**config.mk**
```make
export PLATFORM = sky130hd
export DESIGN_NAME = mac_datapath_flat
export DESIGN_NICKNAME = d
export VERILOG_FILES = /design/src/rtl/mac_pkg.sv /design/src/rtl/mac_datapath_if.sv /design/src/rtl/mac_term_counter.sv /design/src/rtl/mac_datapath.sv /design/src/flat_wrapper.sv
export SDC_FILE = /design/constraint.sdc
export NUM_CORES = 1
export LEC_CHECK = 0
export CORE_ASPECT_RATIO = 0.9
export CORE_MARGIN = 4
export CORE_UTILIZATION = 54
export DETAILED_ROUTE_END_ITERATION = 8
export GPL_TIMING_DRIVEN = 1
export PLACE_DENSITY_LB_ADDON = 0.1
export SLEW_MARGIN = 20
export SYNTH_ARGS = -nofsm -noshare
export SYNTH_HDL_FRONTEND = slang
export SYNTH_SLANG_ARGS = --single-unit
```
**constraint.sdc**
```tcl
create_clock -name clk -period 6.46 [get_ports clk]
set_input_delay 1.938 -clock clk [delete_from_list [all_inputs] [get_ports clk]]
set_output_delay 1.938 -clock clk [all_outputs]
set_load 0.02 [all_outputs]
```
**src/rtl/mac_pkg.sv**
```systemverilog
// rtl/mac_pkg.sv - Shared defaults and strobe bundle for the MAC datapath and controller.
package mac_pkg;

  localparam int DEF_DATA_W  = 8;
  localparam int DEF_ACC_W   = 24;
  localparam int DEF_N_TERMS = 8;
  localparam int DEF_CNT_W   = 4;

  // Field order matches the controller's strobe word.
  typedef struct packed {
    logic ld_a;
    logic ld_b;
    logic ld_acc;
    logic count_en;
    logic ld_count;
    logic ld_out;
  } mac_strobes_t;

endpackage

```
**src/rtl/mac_datapath_if.sv**
```systemverilog
// rtl/mac_datapath_if.sv - Controller-to-datapath operand, strobe and result bundle.
interface mac_datapath_if
  import mac_pkg::*;
#(
  parameter int DATA_W = DEF_DATA_W,
  parameter int ACC_W  = DEF_ACC_W,
  parameter int CNT_W  = DEF_CNT_W
);

  logic [DATA_W-1:0] a_in;
  logic [DATA_W-1:0] b_in;
  mac_strobes_t      strb;
  logic              tc;
  logic [ACC_W-1:0]  mac_out;
  logic [CNT_W-1:0]  term_count;
  logic              ovf;

  modport master (
    output a_in, b_in, strb,
    input  tc, mac_out, term_count, ovf
  );

  modport slave (
    input  a_in, b_in, strb,
    output tc, mac_out, term_count, ovf
  );

endinterface

```
**src/rtl/mac_term_counter.sv**
```systemverilog
// rtl/mac_term_counter.sv - Saturating term counter with combinational terminal-count decode.
module mac_term_counter
  import mac_pkg::*;
#(
  parameter int N_TERMS = DEF_N_TERMS,
  parameter int CNT_W   = DEF_CNT_W
) (
  input  logic             clk,
  input  logic             rst_n,
  input  logic             count_en,
  output logic [CNT_W-1:0] cnt,
  output logic             tc
);

  localparam logic [CNT_W-1:0] CNT_MAX  = CNT_W'(N_TERMS);
  localparam logic [CNT_W-1:0] CNT_LAST = CNT_W'(N_TERMS - 1);

  always_ff @(posedge clk or negedge rst_n) begin
    if (!rst_n) begin
      cnt <= '0;
    end else if (count_en && (cnt != CNT_MAX)) begin
      cnt <= cnt + 1'b1;
    end
  end

  // Settles in the same cycle so the controller can stop on this edge.
  assign tc = count_en && (cnt == CNT_LAST);

endmodule

```
**src/rtl/mac_datapath.sv**
```systemverilog
// rtl/mac_datapath.sv - MAC datapath: operand registers, multiplier, wrapping accumulator, result capture.
module mac_datapath
  import mac_pkg::*;
#(
  parameter int DATA_W  = DEF_DATA_W,
  parameter int ACC_W   = DEF_ACC_W,
  parameter int N_TERMS = DEF_N_TERMS,
  parameter int CNT_W   = DEF_CNT_W
) (
  input  logic           clk,
  input  logic           rst_n,
  mac_datapath_if.slave  bus
);

  logic signed [DATA_W-1:0]   reg_a;
  logic signed [DATA_W-1:0]   reg_b;
  logic signed [2*DATA_W-1:0] prod;
  logic signed [ACC_W-1:0]    prod_ext;
  logic signed [ACC_W-1:0]    acc;
  logic signed [ACC_W-1:0]    sum;
  logic                       add_ovf;
  logic [CNT_W-1:0]           cnt;
  logic                       tc;
  logic [ACC_W-1:0]           mac_out_q;
  logic [CNT_W-1:0]           term_count_q;
  logic                       ovf_q;

  always_ff @(posedge clk or negedge rst_n) begin
    if (!rst_n) begin
      reg_a <= '0;
      reg_b <= '0;
    end else begin
      if (bus.strb.ld_a) reg_a <= $signed(bus.a_in);
      if (bus.strb.ld_b) reg_b <= $signed(bus.b_in);
    end
  end

  // The accumulator sees the pair registered before this edge: a one-stage pipeline.
  assign prod     = reg_a * reg_b;
  assign prod_ext = ACC_W'(prod);
  assign sum      = acc + prod_ext;
  assign add_ovf  = (acc[ACC_W-1] == prod_ext[ACC_W-1]) && (sum[ACC_W-1] != acc[ACC_W-1]);

  always_ff @(posedge clk or negedge rst_n) begin
    if (!rst_n) begin
      acc   <= '0;
      ovf_q <= 1'b0;
    end else if (bus.strb.ld_acc) begin
      acc <= sum;
      if (add_ovf) ovf_q <= 1'b1;
    end
  end

  mac_term_counter #(
    .N_TERMS (N_TERMS),
    .CNT_W   (CNT_W)
  ) u_term_counter (
    .clk      (clk),
    .rst_n    (rst_n),
    .count_en (bus.strb.count_en),
    .cnt      (cnt),
    .tc       (tc)
  );

  always_ff @(posedge clk or negedge rst_n) begin
    if (!rst_n) begin
      mac_out_q    <= '0;
      term_count_q <= '0;
    end else begin
      if (bus.strb.ld_out)   mac_out_q    <= acc;
      if (bus.strb.ld_count) term_count_q <= cnt;
    end
  end

  assign bus.tc         = tc;
  assign bus.mac_out    = mac_out_q;
  assign bus.term_count = term_count_q;
  assign bus.ovf        = ovf_q;

endmodule

```
**src/flat_wrapper.sv**
```systemverilog
// flat-port wrapper written by rule: the top's interface ports become plain ports
module mac_datapath_flat import mac_pkg::*;
#(
  parameter int DATA_W  = DEF_DATA_W,
  parameter int ACC_W   = DEF_ACC_W,
  parameter int N_TERMS = DEF_N_TERMS,
  parameter int CNT_W   = DEF_CNT_W
)
  (clk, rst_n, bus_a_in, bus_b_in, bus_strb, bus_tc, bus_mac_out, bus_term_count, bus_ovf);
  mac_datapath_if #(.DATA_W(DATA_W), .ACC_W(ACC_W), .CNT_W(CNT_W)) bus_i ();
  input  logic clk;
  input  logic rst_n;
  input wire logic [$bits(bus_i.a_in)-1:0] bus_a_in;
  input wire logic [$bits(bus_i.b_in)-1:0] bus_b_in;
  input wire logic [$bits(bus_i.strb)-1:0] bus_strb;
  output wire logic [$bits(bus_i.tc)-1:0] bus_tc;
  output wire logic [$bits(bus_i.mac_out)-1:0] bus_mac_out;
  output wire logic [$bits(bus_i.term_count)-1:0] bus_term_count;
  output wire logic [$bits(bus_i.ovf)-1:0] bus_ovf;
  assign bus_i.a_in = bus_a_in;
  assign bus_i.b_in = bus_b_in;
  assign bus_i.strb = bus_strb;
  assign bus_tc = bus_i.tc;
  assign bus_mac_out = bus_i.mac_out;
  assign bus_term_count = bus_i.term_count;
  assign bus_ovf = bus_i.ovf;
  mac_datapath #(.DATA_W(DATA_W), .ACC_W(ACC_W), .N_TERMS(N_TERMS), .CNT_W(CNT_W)) u_core (.clk(clk), .rst_n(rst_n), .bus(bus_i));
endmodule
```
==> summary.md <==
| Metric | Value |
|---|---|
| Asr flop ratio synth | `1.00` |
| WP data arrival | `6410 ps` |
| Total die area | `13,600 um2` |
| Vias per cell | `5.31` |
| Share of cells above drive strength 1 | `0.212` |
| Reg clk slew, reported paths | `60 ps` |
| Yosys Warn Count | `0` |
| Via count | `4,459` |
| Remaining antenna violation count after routing | `0` |
| Max-slew violations | `0` |
| Worst Setup SP | `u_core.reg_b[4]` |
| Netlist cell types | `48` |
| Peak Freq | `0.162 GHz` |
| Slowest stage cell on the critical path | `fa_2` |
| Clock skew | `5.86 ps` |
| Post-detail-place hpwl | `9520 um` |
| Post-synth EDFFs | `0` |
| Final hold violations | `0` |
| Worst reg-to-reg setup slack | `280 ps` |
| HP Class | `register to register` |
| CTS tree | `yes` |
| Worst Path Max Fanout | `5` |
| Fill count | `930` |
| Die height | `111 um` |
| Crit path time final | `6180 ps` |
| Root buf cell | `clkbuf_16` |
| Number of max-cap violations | `0` |
| Synth area leader | `dfrtp_1` |
| Clock sink total | `73` |
| Gpl congestion | `0.910` |
| Most frequent cells in the layout | `96 x inv_1, 64 x mux2_2, 63 x dfrtp_1` |
| Period utilization | `0.957` |
| Vias in the first global route | `4,657` |
| I/O pins | `54` |
| Register area share after synthesis | `0.288` |
| Buffers & Inverters on Critical Path | `6` |
| Status | `finished, final reports clean` |
| Dpl cell area | `7120 um2` |
| Area Growth Syn to Fin | `20.0%` |
| Worst EP required | `6680 ps` |
| Mapped Nets | `736` |
| Crit end category | `register` |
| CP Launch Type | `register` |
| Port Buffers | `53` |
| Initial antenna violation count | `0` |
| Post-route cell area | `7620 um2` |
| Largest delay share family, worst path | `adder cells` |
| Slowest cell delay on critical path | `560 ps` |
| Detailed Route Iter0 Violations | `170` |
| Largest net degree at the start of global routing | `74` |
| Hold Crit Endpoint | `u_core.bus.mac_out[20]` |
| Final Net Count | `815` |
| Worst-skew pair later-pin latency | `340 ps` |
| Gr usage total | `0.199` |
| Core Util, Final | `0.664` |
| Critical path class | `register to register` |
| Total CTS buffers | `9` |
| Post-synth top area share | `0.288` |
| Worst Tran Pin Value | `945 ps` |
| N_diodes | `0` |
| Placed cells | `813` |
| Non-Filler Instances | `840` |
| Max clock buf depth | `2` |
| Post-Route WL | `12,700 um` |
| Hold wc startpoint | `u_core.bus.mac_out[20]` |
| Average cell area after synthesis | `10.5 um2` |
| Reg2reg end | `u_core.acc[23]` |
| Cell count of the worst reg-to-reg path | `25` |
| Endpoints failing setup | `0` |
| Drt wl/cell | `15.1 um` |
| H-Tree Depth | `3` |
| First-pass GRT wire length | `21,800 um` |
| Core area | `11,500 um2` |
| Die width | `122 um` |
| Worst slew margin | `0.370` |
| Mapped Cells | `602` |
| Drt pass-1 iters | `4` |
| Row Count | `37` |
| Reg2reg start | `u_core.reg_b[4]` |
| Cts hold-fix bufs | `0` |
| Synth Flop Type | `dfrtp_1` |
| Hold Crit Depth | `1` |
| Yosys reg bits | `73` |
| Hold_ws | `502 ps` |
| Commonest non-fill, non-tap cell in the layout | `inv_1` |
| Initial core utilization | `0.553` |
| DRC | `0` |
| Area contributors post-synth | `dfrtp_1 29%, fa_1 18%, mux2_2 11%` |
| Grt total ovfl | `0` |
| Synth Cell Area | `6350 um2` |
[cells in the mapped netlist, types with 2 or more instances]
cell type	instances
a211oi_1	2
a21o_1	12
a21oi_1	27
a31oi_1	3
and2_1	47
and3_1	3
buf_1	3
clkbuf_1	5
dfrtp_1	73
fa_1	56
ha_1	54
inv_1	97
mux2_2	64
nand2_1	22
nand2b_1	5
nand3_1	4
nand4_1	3
nor2_1	17
nor2b_1	11
nor3_1	8
nor3b_1	2
nor4_1	2
o211ai_1	2
o21a_1	3
o21ai_0	12
o21ai_1	2
o21bai_1	2
o31ai_1	3
o41ai_1	2
or2_2	2
xnor2_1	28
xor2_1	10
[flip-flops by register name (all words and copies together) (netlist names)]
register / cells
u_core.acc: 24
u_core.bus.mac_out: 24
u_core.reg_a: 8
u_core.reg_b: 8
u_core.bus.term_count: 4
u_core.u_term_counter.cnt: 4
u_core.bus.ovf: 1
[cell type report]
type / instances / area, um2 / share of cell area
multi-input combinational: 424 / 4250 / 0.557
sequential: 73 / 1840 / 0.241
timing repair buffer: 76 / 703 / 0.0923
inverter: 97 / 364 / 0.0478
clock buffer: 11 / 253 / 0.0332
tap: 156 / 195 / 0.0256
clock inverter: 3 / 17.5 / 0.00230
[through the flow]
step | setup WS [ps] | setup TNS, ps
floorplan | 326 | 0
global placement | 75.4 | 0
detailed placement | 4.42 | 0
CTS | 0.444 | 0
global route | -13.9 | -23.8
finish | 276 | 0
[metal layers]
metal | wire length (um) | track usage | vias to the layer above
met5 | 0 | 0 | -
met3 | 501 | 0.0582 | 17
met1 | 5870 | 0.276 | 2216
li1 | - | - | 2153
met4 | 210 | 0.0381 | 0
met2 | 6070 | 0.313 | 73
[how the worst max path moves through the flow]
stage	to	slack, ps	cells after the start
finish	u_core.acc[23]	280	25
global route	u_core.acc[23]	-10	26
CTS	u_core.acc[21]	0.4	25
detailed placement	u_core.bus.ovf	4	23
global placement	u_core.bus.ovf	80	23
floorplan	u_core.acc[18]	330	23
[cells by family (layout without fill, tap and decap cells)]
family	Yosys count	count (layout)	share of synthesized area
muxes	66	66	0.117
adders and majority gates	110	110	0.283
AOI/OAI and AO/OA	80	80	0.0845
buffers and inverters	105	187	0.0621
and+or+nand+nor	130	130	0.113
DFF	73	73	0.288
xor gates and xnor gates	38	38	0.0524
[timing repair]
item,in CTS,in global routing
pin swaps,3,9
endpoints found under the setup margin,5,8
gates resized for setup,7,30
buffers inserted,1,11
hold endpoints to repair,0,0
gates cloned,0,1
Power is left out: the tool's default activity adds up to more than one toggle a clock period on the data nets, which glitch-free logic cannot reach.
